$ cat src/rtl/pipe_stage_skid.sv
`default_nettype none
// ============================================================================
//  Module      : pipe_stage_skid
//  Description : Two-entry ready/valid skid stage with a bubble-gated control
//                field, a data field, flush and an occupancy report.
//  Revision    : 1.0  initial release
// ============================================================================
module pipe_stage_skid #(
    parameter int CTRL_W   = 12,
    parameter int DATA_W   = 143,
    parameter int CLR_DATA = 0
) (
    input  logic              clk,
    input  logic              rst,
    input  logic              flush,
    input  logic              in_valid,
    output logic              in_ready,
    input  logic [CTRL_W-1:0] in_ctrl,
    input  logic [DATA_W-1:0] in_data,
    output logic              out_valid,
    input  logic              out_ready,
    output logic [CTRL_W-1:0] out_ctrl,
    output logic [DATA_W-1:0] out_data,
    output logic [1:0]        occupancy
);

    // Encoding doubles as the occupancy count.
    typedef enum logic [1:0] {
        ST_EMPTY = 2'b00,
        ST_BUSY  = 2'b01,
        ST_FULL  = 2'b10
    } state_t;

    state_t            r_state;
    state_t            w_state_nxt;
    logic [CTRL_W-1:0] r_main_ctrl;
    logic [DATA_W-1:0] r_main_data;
    logic [CTRL_W-1:0] r_skid_ctrl;
    logic [DATA_W-1:0] r_skid_data;
    logic              w_accept;
    logic              w_pop;
    logic              w_load_main;
    logic              w_load_skid;
    logic              w_main_from_skid;

    // Handshake outputs decode only the state register, never out_ready.
    assign in_ready  = (r_state != ST_FULL) & ~rst;
    assign out_valid = (r_state != ST_EMPTY);
    assign out_ctrl  = out_valid ? r_main_ctrl : '0;
    assign out_data  = r_main_data;
    assign occupancy = r_state;

    assign w_accept = in_valid & in_ready;
    assign w_pop    = out_valid & out_ready;

    always_comb begin
        w_state_nxt      = r_state;
        w_load_main      = 1'b0;
        w_load_skid      = 1'b0;
        w_main_from_skid = 1'b0;
        case (r_state)
            ST_EMPTY: begin
                if (w_accept) begin
                    w_state_nxt = ST_BUSY;
                    w_load_main = 1'b1;
                end
            end
            ST_BUSY: begin
                if (w_accept && !w_pop) begin
                    w_state_nxt = ST_FULL;
                    w_load_skid = 1'b1;
                end else if (w_pop && !w_accept) begin
                    w_state_nxt = ST_EMPTY;
                end else if (w_accept && w_pop) begin
                    w_load_main = 1'b1;
                end
            end
            ST_FULL: begin
                if (w_pop) begin
                    w_state_nxt      = ST_BUSY;
                    w_load_main      = 1'b1;
                    w_main_from_skid = 1'b1;
                end
            end
            default: w_state_nxt = ST_EMPTY;
        endcase
    end

    always_ff @(posedge clk) begin
        if (rst) begin
            r_state     <= ST_EMPTY;
            r_main_ctrl <= '0;
            r_main_data <= '0;
            r_skid_ctrl <= '0;
            r_skid_data <= '0;
        end else if (flush) begin
            r_state     <= ST_EMPTY;
            r_main_ctrl <= '0;
            r_skid_ctrl <= '0;
            if (CLR_DATA != 0) begin
                r_main_data <= '0;
                r_skid_data <= '0;
            end
        end else begin
            r_state <= w_state_nxt;
            if (w_load_main) begin
                r_main_ctrl <= w_main_from_skid ? r_skid_ctrl : in_ctrl;
                r_main_data <= w_main_from_skid ? r_skid_data : in_data;
            end
            if (w_load_skid) begin
                r_skid_ctrl <= in_ctrl;
                r_skid_data <= in_data;
            end
        end
    end

endmodule
`default_nettype wire

$ cat config.mk
export PLATFORM = sky130hd
export DESIGN_NAME = pipe_stage_skid
export DESIGN_NICKNAME = d
export VERILOG_FILES = /design/src/rtl/pipe_stage_skid.sv
export SDC_FILE = /design/constraint.sdc
export NUM_CORES = 1
export LEC_CHECK = 0
export CORE_ASPECT_RATIO = 0.75
export CORE_MARGIN = 2
export CORE_UTILIZATION = 30
export DETAILED_ROUTE_END_ITERATION = 12
export RECOVER_POWER = 50
export SYNTH_ARGS = -nofsm -noshare
export SYNTH_HDL_FRONTEND = slang
export SYNTH_SLANG_ARGS = --single-unit
$ cat constraint.sdc
create_clock -name clk -period 2.7 [get_ports clk]
set_clock_uncertainty 0.2 [all_clocks]
set_input_delay 0.54 -clock clk [delete_from_list [all_inputs] [get_ports clk]]
set_output_delay 0.54 -clock clk [all_outputs]
set_load 0.005 [all_outputs]
==> results.md <==
* CTS buffer count at 35
* Remaining Overflow, GRT at 0
* Reg-to-reg startpoint: occupancy[0]
* Internal power at 8.23 mW
* Ys Warns at 0
* CTS tree: yes
* Max Fclk at 384 MHz
* Post-synthesis xor/xnor area fraction at 0%
* Dpl ws at -164 ps
* Share of power burned in registers at 45.0%
* Slew Viols, Final at 0
* Vias in the first global route at 11100
* Post-detail-place hpwl at 26000 um
* Hold Path Class: register to register
* Final hold slack at 252 ps
* Drt drc at 0
* Max Buffers Root-to-Sink at 3
* R2R Setup Slk at 200 ps
* Nets at 1877
* Final Util at 42.8%
* DRT Pass-1 Iters at 7
* Drt total wl at 39800 um
* Max-cap violations at 0
* Initial antenna violation count at 3
* Die Y at between 150 and 200 um
* Clk pwr share at 45.3%
* Num rows at 66
* Placeable Area at approximately 43000 um^2
* Combinational family with the most area after synthesis: compound AO/OA/AOI/OAI gates
* Netlist cell types at 30
* Logic pwr share at under 10%
* Crit. End Element: output pin
* Total power at 10.7 mW
* RSZ-0062 raised after global routing: no
* CTS clock-pin slew for the worst setup and hold paths at ~60 ps
* Post-Syn Area at 13000 um^2
* RePlAce Congestion at about 0.75
* Post-synthesis sequential area ratio at 47.9%
* Average size of a mapped cell at 9.18 um^2
* Root Driver: clkbuf_16
* Seq cells post-synth at 312
* Compound-Gate Fraction of Synth Area at 20.1%
* First-pass GRT wire length at 61900 um
* WHS Endpoint: r_skid_data[98]
* Worst slew pin tran at 1030 ps
* Share of layout cells above drive strength 1 at a little under an eighth
* Leak pwr at 7.66 nW
* Hold Path Depth at 2
* Cells after synthesis at 1421
* CP Max Fanout at 8
* Period minus WS final at 2600 ps
* Largest net degree at the start of global routing at 166
* Slew HR at between 30% and 40%
* H-tree levels at 2
* Num Clock Sinks at 312
* Status: complete, no violations
* Tcrit/Tclk final at 96.4%
* Req. time, crit path at 1960 ps
* Post-route ant nets at 0
* IO Count at 319
* R2r endpoint: r_skid_data[65]
* Final setup vio count at 0
* Mux contribution to synthesized area at 11.9%
* Die area at 45200 um^2
* Drt wl/cell at 17.2 um
* Net Sw Frac at a little under a quarter
* Hold_sp: r_skid_data[98]
* Simple-gate share of the synthesized area at 14.9%
* Final hold vios at 0
* Sw Pwr at 2.43 mW
* Post-synthesis adder-cell area fraction at less than 1%
* FF-to-FF path depth at 10
* Setup CP Type: register to output pin
* CP Launch Type: register
* WP data arrival at 1860 ps
* Worst setup margin at 96.3 ps
* Vias at approximately 11000
* Vias per cell at 4.92
* Post-Synthesis Net Count at 1583
* Worst skew pair latency at 520 ps
* Detailed Route Iter0 Violations at approximately 580
* PD cells at around 580 nW/um^2
* VDD IR max at 0.319 mV
* Starting Density at ~30%
* All-Layer GR Usage at 17.0%
* P&R area growth vs syn at 41.4%
* I/O Buffers at 318
* Die X-Extent at 245 um
-- cell usage in the layout, fill, tap and decap left out, drive strengths merged, types with 3 or more instances in the layout --
cell / count
nand2: 312
dfxtp: 312
clkdlybuf4s50: 168
nor2: 161
a21oi: 157
mux2i: 155
dlygate4sd3: 145
a221oi: 143
buf: 69
clkbuf: 61
nor2b: 14
a211oi: 13
diode: 3
inv: 3
dlygate4sd2: 3
-- critical path, cell delays in order (launching register included) --
cell and delay [ps]:
dfxtp_1 330, buf_6 120, nor2_1 70, buf_4 180
nor2b_1 140, clkdlybuf4s50_1 520
-- worst max-delay path by stage --
stage | startpoint | to | slack [ps] | depth (start not counted)
4_1_cts | occupancy[1] | out_ctrl[5] | 10 | 5
6_report | occupancy[1] | out_ctrl[5] | 100 | 5
5_1_grt | occupancy[0] | r_skid_data[62] | 10 | 10
2_1_floorplan | rst | out_data[100] | 10 | 10
3_5_place_dp | in_valid | r_skid_data[90] | -160 | 10
3_3_place_gp | in_valid | out_data[131] | -130 | 7
-- cells by family (layout without fill, tap and decap cells) --
group           after synthesis  after routing
compound gates              317            317
simple gates                497            497
buf+inv                     138            455
other cells                   0              3
fa+ha+maj                     2              2
flops                       312            312
mux                         155            155
-- power by group through the flow --
stage | Clock [mW] | Sequential (mW) | Combinational (mW)
2_1_floorplan | 0 | 4.90 | 0.415
3_3_place_gp | 0 | 4.91 | 1.06
3_5_place_dp | 0 | 4.91 | 1.08
4_1_cts | 4.98 | 4.81 | 1.08
5_1_grt | 5.16 | 4.82 | 1.11
6_report | 4.83 | 4.80 | 1.03
-- final cells by class --
cell class | instances | area, um^2
Timing Repair Buffer | 392 | 4140
Fill cell | 4129 | 24600
Clock buffer | 55 | 1080
Inverter | 3 | 11.3
Tap cell | 578 | 723
Antenna cell | 3 | 7.51
Multi-Input combinational cell | 971 | 6160
Sequential cell | 312 | 6250
Clock inverter | 5 | 80.1
-- flip-flops by register name (all words and copies together) (netlist names) --
| name | cells |
|---|---|
| occupancy | 2 |
| r_skid_data | 143 |
| r_skid_ctrl | 12 |
| out_data | 143 |
| r_main_ctrl | 12 |
-- metal layers --
layer	GRT usage (%)	share of wire [%]
met5	0	0.033
met4	5.51	2.4
met3	4.19	6.4
met2	25.8	44
met1	23.5	47
-- synthesized netlist by cell type (all sizes together) --
cell type  number  area (um^2)
o21bai          1         7.51
a221oi        143         1690
inv             3         11.3
a21oi         157          786
o211ai          1         12.5
o21ai           2         25.0
and2            1         6.26
dfxtp         312         6250
or4b            1         10.0
nor2b          14         87.6
nor2          161          612
a211oi         13         97.6
nand2         312         1170
or2             2         12.5
clkbuf         67          259
nor3            2         15.0
nor3b           2         15.0
buf            68          395
ha              2         25.0
mux2i         155         1550
nand3           1         5.00
nand3b          1         7.51
-- metrics by stage --
stage          cells  TNS [ps]  cell area (um^2)
2_1_floorplan   1421         0             13100
3_3_place_gp    2253    -20170             17300
3_5_place_dp    2253    -30050             17300
4_1_cts         2313         0             18500
5_1_grt         2318         0             18500
6_report        2319         0             18500
-- repair_timing --
item                       in CTS  in global routing
hold buffers                    0                  0
hold endpoints to repair        0                  0
resized for setup               6                  2
setup endpoints to repair      11                  8
buffers inserted                0                  3
Power figures use the tool's default switching activity.
